<file path="src/rtl/ntt_pkg.sv">
// ---------------------------------------------------------------------------
// ntt_pkg
// Shared definitions for the NTT engine blocks:
//   - NTT_Q       : Goldilocks prime 2^64 - 2^32 + 1, the coefficient modulus
//   - NTT_ADDR_W  : default BRAM byte-address width
//   - NTT_DATA_W  : default coefficient width
//   - strm_state_e: control states of the result streamer
// ---------------------------------------------------------------------------
package ntt_pkg;

    localparam logic [63:0] NTT_Q      = 64'hFFFF_FFFF_0000_0001;
    localparam int          NTT_ADDR_W = 13;
    localparam int          NTT_DATA_W = 64;

    typedef enum logic [1:0] {
        ST_IDLE   = 2'd0,  // waiting for the engine's completion pulse
        ST_STREAM = 2'd1,  // issuing BRAM reads under credit control
        ST_DRAIN  = 2'd2,  // all reads issued, FIFO emptying
        ST_DONE   = 2'd3   // one-cycle completion state
    } strm_state_e;

endpackage

</file>
<file path="src/rtl/ntt_result_streamer_if.sv">
// ---------------------------------------------------------------------------
// ntt_stream_if
// Valid/ready coefficient stream from the NTT result streamer to the proof
// pipeline.
//   m_valid : word valid (producer)
//   m_ready : consumer ready (consumer)
//   m_data  : coefficient (producer)
//   m_last  : final coefficient of the transform (producer)
// Modports: master (producer side), slave (consumer side).
// ---------------------------------------------------------------------------
interface ntt_stream_if
    import ntt_pkg::*;
#(
    parameter int DATA_W = NTT_DATA_W
);
    logic              m_valid;
    logic              m_ready;
    logic [DATA_W-1:0] m_data;
    logic              m_last;

    modport master (output m_valid, output m_data, output m_last, input m_ready);
    modport slave  (input m_valid, input m_data, input m_last, output m_ready);

endinterface

</file>
<file path="src/rtl/ntt_stream_fifo.sv">
// ---------------------------------------------------------------------------
// ntt_stream_fifo
// Synchronous FIFO used as the streamer's prefetch buffer. Storage is a flop
// array, so the head word is presented straight from registers; a word written
// on one edge is visible at the output from the next cycle on.
// Ports:
//   clk, rst (sync, active-low)
//   flush           : empties the FIFO on the next edge
//   wr_en, wr_data  : push (caller guarantees no overflow)
//   rd_en           : pop the head word when rd_valid
//   rd_valid        : FIFO non-empty
//   rd_data         : head word, forced to 0 while empty
//   count           : current occupancy, used for read credits
// ---------------------------------------------------------------------------
module ntt_stream_fifo
    import ntt_pkg::*;
#(
    parameter int DEPTH = 4,
    parameter int WIDTH = NTT_DATA_W,
    localparam int CNT_W = $clog2(DEPTH + 1),
    localparam int PTR_W = (DEPTH > 1) ? $clog2(DEPTH) : 1
) (
    input  logic             clk,
    input  logic             rst,
    input  logic             flush,
    input  logic             wr_en,
    input  logic [WIDTH-1:0] wr_data,
    input  logic             rd_en,
    output logic             rd_valid,
    output logic [WIDTH-1:0] rd_data,
    output logic [CNT_W-1:0] count
);

    localparam logic [PTR_W-1:0] PTR_LAST = PTR_W'(DEPTH - 1);

    logic [WIDTH-1:0] mem_q [DEPTH];
    logic [PTR_W-1:0] wr_ptr_q, wr_ptr_d;
    logic [PTR_W-1:0] rd_ptr_q, rd_ptr_d;
    logic [CNT_W-1:0] cnt_q, cnt_d;
    logic             do_rd;

    function automatic logic [PTR_W-1:0] ptr_inc(input logic [PTR_W-1:0] p);
        return (p == PTR_LAST) ? '0 : p + 1'b1;
    endfunction

    assign rd_valid = (cnt_q != '0);
    assign rd_data  = rd_valid ? mem_q[rd_ptr_q] : '0;
    assign count    = cnt_q;
    assign do_rd    = rd_en && rd_valid;

    always_comb begin
        wr_ptr_d = wr_en ? ptr_inc(wr_ptr_q) : wr_ptr_q;
        rd_ptr_d = do_rd ? ptr_inc(rd_ptr_q) : rd_ptr_q;
        cnt_d    = cnt_q + CNT_W'(wr_en) - CNT_W'(do_rd);
        if (flush) begin
            wr_ptr_d = '0;
            rd_ptr_d = '0;
            cnt_d    = '0;
        end
    end

    always_ff @(posedge clk) begin
        if (!rst) begin
            wr_ptr_q <= '0;
            rd_ptr_q <= '0;
            cnt_q    <= '0;
        end else begin
            wr_ptr_q <= wr_ptr_d;
            rd_ptr_q <= rd_ptr_d;
            cnt_q    <= cnt_d;
        end
    end

    // Storage carries data only; emptiness is tracked by the pointers/count.
    always_ff @(posedge clk) begin
        if (wr_en) begin
            mem_q[wr_ptr_q] <= wr_data;
        end
    end

endmodule

</file>
<file path="src/rtl/ntt_result_streamer.sv">
// ---------------------------------------------------------------------------
// ntt_result_streamer
// On the engine's completion pulse, reads N_WORDS coefficients out of the
// shared NTT BRAM and streams them to the proof pipeline. Reads are
// credit-limited so that in-flight reads plus buffered words never exceed
// FIFO_DEPTH; the prefetch FIFO can therefore never overflow, and
// back-pressure never drops or duplicates a coefficient.
// Ports:
//   clk, rst (sync, active-low), start (one-cycle pulse = ntt_done)
//   BRAM_addr/BRAM_clk/BRAM_din/BRAM_dout/BRAM_en/BRAM_we : read-only BRAM port
//   m (ntt_stream_if.master) : m_valid/m_ready/m_data/m_last stream
//   busy      : transfer in progress
//   done      : one-cycle pulse after the last beat is accepted
//   range_err : sticky "coefficient >= NTT_Q" flag
// Build option: define NTT_STREAMER_RANGE_CHECK_EN to include the range
// comparator; otherwise range_err is tied to 0.
// ---------------------------------------------------------------------------
module ntt_result_streamer
    import ntt_pkg::*;
#(
    parameter int ADDR_W      = NTT_ADDR_W,
    parameter int DATA_W      = NTT_DATA_W,
    parameter int N_WORDS     = 1024,
    parameter int ADDR_STRIDE = 8,
    parameter int READ_LAT    = 1,
    parameter int FIFO_DEPTH  = 4
) (
    input  logic              clk,
    input  logic              rst,
    input  logic              start,
    output logic [ADDR_W-1:0] BRAM_addr,
    output logic              BRAM_clk,
    output logic [DATA_W-1:0] BRAM_din,
    input  logic [DATA_W-1:0] BRAM_dout,
    output logic              BRAM_en,
    output logic              BRAM_we,
    ntt_stream_if.master      m,
    output logic              busy,
    output logic              done,
    output logic              range_err
);

    localparam int IDX_W = (N_WORDS > 1) ? $clog2(N_WORDS) : 1;
    localparam int CNT_W = $clog2(FIFO_DEPTH + 1);
    localparam logic [IDX_W-1:0] LAST_IDX = IDX_W'(N_WORDS - 1);

    strm_state_e         state_q, state_d;
    logic [IDX_W-1:0]    rd_idx_q, rd_idx_d;
    logic [ADDR_W-1:0]   addr_q, addr_d;
    logic                en_q, en_d;
    logic [READ_LAT-1:0] pipe_q, pipe_d;
    logic [IDX_W-1:0]    beat_q, beat_d;
    logic                busy_q, busy_d;
    logic                done_q, done_d;

    logic                start_ok;
    logic                fifo_wr;
    logic                fifo_rd;
    logic                fifo_valid;
    logic [DATA_W-1:0]   fifo_data;
    logic [CNT_W-1:0]    fifo_cnt;
    int                  inflight_nxt;
    int                  occ_nxt;
    logic                credit_ok;

    function automatic logic [ADDR_W-1:0] addr_of(input logic [IDX_W-1:0] idx);
        return ADDR_W'(int'(idx) * ADDR_STRIDE);
    endfunction

    assign BRAM_clk  = clk;
    assign BRAM_din  = '0;
    assign BRAM_we   = 1'b0;
    assign BRAM_en   = en_q;
    assign BRAM_addr = addr_q;
    assign busy      = busy_q;
    assign done      = done_q;

    assign start_ok = (state_q == ST_IDLE) && start;
    // pipe_q tracks issued reads; its tail marks the cycle BRAM_dout is valid.
    assign fifo_wr  = pipe_q[READ_LAT-1];
    assign fifo_rd  = fifo_valid && m.m_ready;

    assign m.m_valid = fifo_valid;
    assign m.m_data  = fifo_data;
    assign m.m_last  = fifo_valid && (beat_q == LAST_IDX);

    ntt_stream_fifo #(
        .DEPTH (FIFO_DEPTH),
        .WIDTH (DATA_W)
    ) u_fifo (
        .clk      (clk),
        .rst      (rst),
        .flush    (start_ok),
        .wr_en    (fifo_wr),
        .wr_data  (BRAM_dout),
        .rd_en    (fifo_rd),
        .rd_valid (fifo_valid),
        .rd_data  (fifo_data),
        .count    (fifo_cnt)
    );

    always_comb begin
        state_d  = state_q;
        rd_idx_d = rd_idx_q;
        addr_d   = addr_q;
        en_d     = 1'b0;
        beat_d   = beat_q;
        busy_d   = busy_q;
        done_d   = 1'b0;

        pipe_d[0] = en_q;
        for (int k = 1; k < READ_LAT; k++) begin
            pipe_d[k] = pipe_q[k-1];
        end

        // Credits for the next cycle: reads still outstanding after this edge
        // (the current one plus all not yet landing) plus post-edge occupancy.
        inflight_nxt = int'(en_q);
        for (int k = 0; k < READ_LAT - 1; k++) begin
            inflight_nxt = inflight_nxt + int'(pipe_q[k]);
        end
        occ_nxt   = int'(fifo_cnt) + int'(fifo_wr) - int'(fifo_rd);
        credit_ok = (inflight_nxt + occ_nxt) < FIFO_DEPTH;

        if (fifo_rd && (beat_q != LAST_IDX)) begin
            beat_d = beat_q + 1'b1;
        end

        case (state_q)
            ST_IDLE: begin
                if (start) begin
                    state_d  = ST_STREAM;
                    rd_idx_d = '0;
                    addr_d   = '0;
                    en_d     = 1'b1;
                    beat_d   = '0;
                    busy_d   = 1'b1;
                end
            end
            ST_STREAM: begin
                if (en_q && (rd_idx_q == LAST_IDX)) begin
                    state_d = ST_DRAIN;
                end else begin
                    if (en_q) begin
                        rd_idx_d = rd_idx_q + 1'b1;
                    end
                    addr_d = addr_of(rd_idx_d);
                    en_d   = credit_ok;
                end
            end
            ST_DRAIN: begin
                en_d = 1'b0;
            end
            ST_DONE: begin
                state_d = ST_IDLE;
                busy_d  = 1'b0;
            end
            default: begin
                state_d = ST_IDLE;
                busy_d  = 1'b0;
            end
        endcase

        if (((state_q == ST_STREAM) || (state_q == ST_DRAIN)) &&
            fifo_rd && (beat_q == LAST_IDX)) begin
            state_d = ST_DONE;
            en_d    = 1'b0;
            busy_d  = 1'b0;
            done_d  = 1'b1;
        end
    end

    // Control/output registers; reset also discards in-flight read markers.
    always_ff @(posedge clk) begin
        if (!rst) begin
            state_q  <= ST_IDLE;
            rd_idx_q <= '0;
            addr_q   <= '0;
            en_q     <= 1'b0;
            pipe_q   <= '0;
            beat_q   <= '0;
            busy_q   <= 1'b0;
            done_q   <= 1'b0;
        end else begin
            state_q  <= state_d;
            rd_idx_q <= rd_idx_d;
            addr_q   <= addr_d;
            en_q     <= en_d;
            pipe_q   <= pipe_d;
            beat_q   <= beat_d;
            busy_q   <= busy_d;
            done_q   <= done_d;
        end
    end

`ifdef NTT_STREAMER_RANGE_CHECK_EN
    localparam int CMP_W = (DATA_W > 64) ? DATA_W : 64;

    logic range_err_q, range_err_d;

    function automatic logic over_q(input logic [DATA_W-1:0] v);
        logic [CMP_W-1:0] ve;
        ve = CMP_W'(v);
        return ve >= CMP_W'(NTT_Q);
    endfunction

    // Checked on FIFO entry; data is forwarded unchanged either way.
    always_comb begin
        range_err_d = range_err_q;
        if (start_ok) begin
            range_err_d = 1'b0;
        end else if (fifo_wr && over_q(BRAM_dout)) begin
            range_err_d = 1'b1;
        end
    end

    always_ff @(posedge clk) begin
        if (!rst) begin
            range_err_q <= 1'b0;
        end else begin
            range_err_q <= range_err_d;
        end
    end

    assign range_err = range_err_q;
`else
    assign range_err = 1'b0;
`endif

endmodule

</file>
<file path="src/flat_wrapper.sv">
// flat-port wrapper written by rule: the top's interface ports become plain ports
module ntt_result_streamer_flat import ntt_pkg::*;
#(
    parameter int ADDR_W      = NTT_ADDR_W,
    parameter int DATA_W      = NTT_DATA_W,
    parameter int N_WORDS     = 1024,
    parameter int ADDR_STRIDE = 8,
    parameter int READ_LAT    = 1,
    parameter int FIFO_DEPTH  = 4
)
  (clk, rst, start, BRAM_addr, BRAM_clk, BRAM_din, BRAM_dout, BRAM_en, BRAM_we, busy, done, range_err, m_m_valid, m_m_data, m_m_last, m_m_ready);
  ntt_stream_if #(.DATA_W(DATA_W)) m_i ();
  input  logic clk;
  input  logic rst;
  input  logic start;
  output logic [ADDR_W-1:0] BRAM_addr;
  output logic BRAM_clk;
  output logic [DATA_W-1:0] BRAM_din;
  input  logic [DATA_W-1:0] BRAM_dout;
  output logic BRAM_en;
  output logic BRAM_we;
  output logic busy;
  output logic done;
  output logic range_err;
  output wire logic [$bits(m_i.m_valid)-1:0] m_m_valid;
  output wire logic [$bits(m_i.m_data)-1:0] m_m_data;
  output wire logic [$bits(m_i.m_last)-1:0] m_m_last;
  input wire logic [$bits(m_i.m_ready)-1:0] m_m_ready;
  assign m_m_valid = m_i.m_valid;
  assign m_m_data = m_i.m_data;
  assign m_m_last = m_i.m_last;
  assign m_i.m_ready = m_m_ready;
  ntt_result_streamer #(.ADDR_W(ADDR_W), .DATA_W(DATA_W), .N_WORDS(N_WORDS), .ADDR_STRIDE(ADDR_STRIDE), .READ_LAT(READ_LAT), .FIFO_DEPTH(FIFO_DEPTH)) u_core (.clk(clk), .rst(rst), .start(start), .BRAM_addr(BRAM_addr), .BRAM_clk(BRAM_clk), .BRAM_din(BRAM_din), .BRAM_dout(BRAM_dout), .BRAM_en(BRAM_en), .BRAM_we(BRAM_we), .m(m_i), .busy(busy), .done(done), .range_err(range_err));
endmodule
</file>
<file path="config.mk">
export PLATFORM = sky130hd
export DESIGN_NAME = ntt_result_streamer_flat
export DESIGN_NICKNAME = d
export VERILOG_FILES = /design/src/rtl/ntt_pkg.sv /design/src/rtl/ntt_result_streamer_if.sv /design/src/rtl/ntt_stream_fifo.sv /design/src/rtl/ntt_result_streamer.sv /design/src/flat_wrapper.sv
export SDC_FILE = /design/constraint.sdc
export NUM_CORES = 1
export LEC_CHECK = 0
export BUFFER_PORTS_ARGS = -buffer_cell sky130_fd_sc_hd__buf_2
export CORE_UTILIZATION = 56
export CTS_BUF_LIST = sky130_fd_sc_hd__clkbuf_16
export CTS_CLUSTER_DIAMETER = 200
export DETAILED_ROUTE_END_ITERATION = 6
export PLACE_DENSITY_LB_ADDON = 0.2
export SKIP_LAST_GASP = 1
export SYNTH_ARGS = -nofsm -noshare
export SYNTH_HDL_FRONTEND = slang
export SYNTH_SLANG_ARGS = --single-unit
</file>
<file path="constraint.sdc">
create_clock -name clk -period 3.56 [get_ports clk]
set_input_delay 0.712 -clock clk [delete_from_list [all_inputs] [get_ports clk]]
set_output_delay 0.712 -clock clk [all_outputs]
set_load 0.01 [all_outputs]
</file>
==> key figures <==
Timing
  • Pins Over Slew Limit: 0
  • Max-slew headroom at the worst pin: 0.3231
  • Skew final: between 0.015 and 0.02 ns
  • FMAX: 293.5 MHz
  • Final Critical Period: roughly 3.4 ns
  • Fin. Hold Viols: 0
  • Final period util: 0.9570
  • Worst Max-Slew Pin Slew: just over 1 ns
  • RSZ-0062 raised after global routing: false
  • Final setup TNS: 0 ns
  • Min setup slack post-route: about 0.15 ns
  • Finish-stage setup viols: 0
  • Final hold slack: between 0.2 and 0.3 ns

Power
  • Max rail drop VDD: approximately 540 uV
  • Power per cell area: 648.2 nW/um^2
  • Leak Pwr: 0.005083 uW

Drt
  • Residual DRC: 0
  • Wire per inst: between 15 and 20 um
  • Final WL: about 22,000 um
  • DR vias: ~6,400
  • Detail Route Antenna Nets: 0
  • Iter 0 DRT Violations: 355
  • Via-to-Cell Ratio: between 5 and 6
  • Initial DRT Pass Iterations: 5

Clocking
  • Cts hold-fix bufs: 0
  • Register clock-pin slew on the reported worst setup and hold paths: ~0.060 ns
  • CTS tree: done
  • Clk_lat worst skew: about 0.65 ns

Flow run
  • Max-cap violations: 0

Logic synthesis
  • Cells after synthesis: a little over 700
  • Synth warn: 0
  • #FFs+latches synth: 291
  • Register area share after synthesis: 0.6872
  • Asr flop ratio synth: 0
  • Main synth FF type: edfxtp_1
  • Avg Cell Area, Syn: approximately 17 sq um
  • Count of cell types in the netlist: 56
  • Cell area after synthesis: about 12,000 sq um
  • Post-synth EDFFs: roughly 260

Floorplan
  • Core area: roughly 21,000 sq um
  • Starting Density: 0.5752
  • Vert. Die Dim: about 150 um
  • Horiz. Die Dim: 149.6 um
  • Die area: 22,390 sq um
  • Site row count: 53
  • # IOs: 217

Final layout
  • Synth-to-layout area growth: 15.17%
  • Final core occ: 0.6624
  • Most frequent cells in the layout: edfxtp_1, buf_2, conb_1, and2_1, mux4_2
  • Commonest non-fill, non-tap cell in the layout: edfxtp_1
  • Layout Nets: about 960
  • Layout cells sized above 1: 0.3209
  • Fin area: 14,060 sq um

Setup path
  • Setup crit end kind: flip-flop
  • Crit Path Max Fanout: 8
  • Worst EP required: 4.14 ns
  • Reg2Reg Depth: 14
  • WP data arrival: 3.98 ns
  • Critical path class: flip-flop to flip-flop
  • CP Launch Type: flip-flop

GRT
  • Largest net degree at the start of global routing: 65
  • Initial antenna violation count: 5
  • First-pass GRT wire length: 34,530 um
  • M1 GR Usage: 0.2596
  • GRT met3 Usage: 0.05396
  • Global route hottest layer: met2
  • All-Layer GR Usage: 0.2040
  • M2 GR Usage: 0.3396
  • Vias in the first global route: around 6,600
  • Grt total ovfl: 0

Worst hold path
  • Hold depth: 1
  • Min-Delay Path Class: primary input to flip-flop

Placement
  • DP Worst Slack: between 0.2 and 0.25 ns
  • Dpl cell area: 13,000 sq um
  • I/O Buffers: 147
  • DP Wirelength: 13,320 um
  • Gpl congestion: about 0.85

Outcome
  • Status: finished, final reports clean
cell type report:
type                            instances  area [sq um]
Clock buffer                           33         805.8
Tap cell                              275         344.1
Multi-Input combinational cell        377          3405
Timing Repair Buffer                  153         795.8
Sequential cell                       291          8396
Antenna cell                            2         5.005
Inverter                               14         52.55
Fill cell                            1464          7163
Clock inverter                         20         254.0
final timing paths:
| kind | startpoint | endpoint | slack, ns |
|---|---|---|---|
| max reg2reg | u_core.u_fifo.count[0] | u_core.BRAM_en | 0.15 |
| max | u_core.u_fifo.count[0] | u_core.BRAM_en | 0.15 |
| min reg2reg | u_core.u_fifo.rd_ptr_q[1] | flip-flop | 0.51 |
| min | BRAM_dout[47] | u_core.u_fifo.mem_q[3][47] | 0.27 |
per-layer routing:
layer | wire (um) | vias up
li1 | - | 2902
met1 | 9113 | 3208
met2 | 11040 | 251
met3 | 1502 | 49
met4 | 577 | 4
met5 | 27 | -
worst max-delay path: stages (launching register included):
cell,delay [ns]
dfxtp_1,0.38
ha_1,0.26
ha_2,0.43
inv_1,0.11
ha_1,0.37
nand3_1,0.11
mux2i_1,0.10
or3_4,0.40
maj3_2,0.32
a21oi_2,0.15
ha_1,0.15
nand2b_1,0.09
a21oi_1,0.12
nand4_1,0.11
a211oi_2,0.22
cells in the mapped netlist, drive strengths merged, types with 2 or more instances:
cell	count	share of area
mux2i	5	0.0041
a2111oi	2	0.0014
nor3	6	0.0034
and4	3	0.0022
and2	72	0.037
edfxtp	256	0.63
o31ai	5	0.0046
a211oi	6	0.0041
xnor2	13	0.0099
buf	77	0.046
clkbuf	18	0.0055
ha	18	0.018
nand2b	3	0.0015
nand2	18	0.0055
nor2b	3	0.0015
nor2	27	0.0083
or3	2	0.0014
or4	2	0.0012
and3	3	0.0015
maj3	3	0.0026
mux4	64	0.12
nand4	4	0.0026
a21oi	15	0.0065
o31a	2	0.0014
xor2	4	0.0029
nand3	11	0.0045
a311oi	2	0.0014
dfxtp	35	0.057
inv	14	0.0043
o21ai	4	0.0016
through the flow:
step	std cells	total power [uW]
global route	1164	9502
CTS	1163	9186
floorplan	777	5279
detailed placement	1111	5921
finish	1165	9112
global placement	1111	5859
timing repair:
item	4_1_cts	5_1_grt
endpoints found under the setup margin	0	1
resized for setup	0	1
setup buffers	0	0
report_power, final:
group / switching, uW / leakage, uW / total [uW] / internal, uW
sequential: 98.7 / 0.00259 / 3950 / 3850
combinational: 1060 / 0.00196 / 1880 / 825
clock: 1220 / 0.000530 / 3280 / 2060
total: 2380 / 0.00508 / 9110 / 6730
flip-flops by register name, indices dropped and copies added (netlist names), named ones only:
signal	cells
u_core.beat_q	10
u_core.busy	1
u_core.u_fifo.count	3
u_core.u_fifo.rd_ptr_q	2
u_core.u_fifo.mem_q	256
u_core.u_fifo.wr_ptr_q	2
u_core.fifo_wr	1
u_core.rd_idx_q	10
u_core.state_q	2
u_core.BRAM_en	1
u_core.done	1
cells by family (layout without fill, tap and decap cells):
| group | after synthesis | in the layout | share of synthesized area |
|---|---|---|---|
| compound gates | 44 | 44 | 0.02696 |
| xor+xnor | 17 | 17 | 0.01281 |
| fa+ha+maj | 22 | 22 | 0.02266 |
| buf+inv | 109 | 220 | 0.05577 |
| flops | 291 | 291 | 0.6872 |
| mux | 69 | 69 | 0.1222 |
| other cells | 1 | 71 | 0.0003072 |
| simple gates | 156 | 156 | 0.07207 |
(Power assumes the default switching activity.)
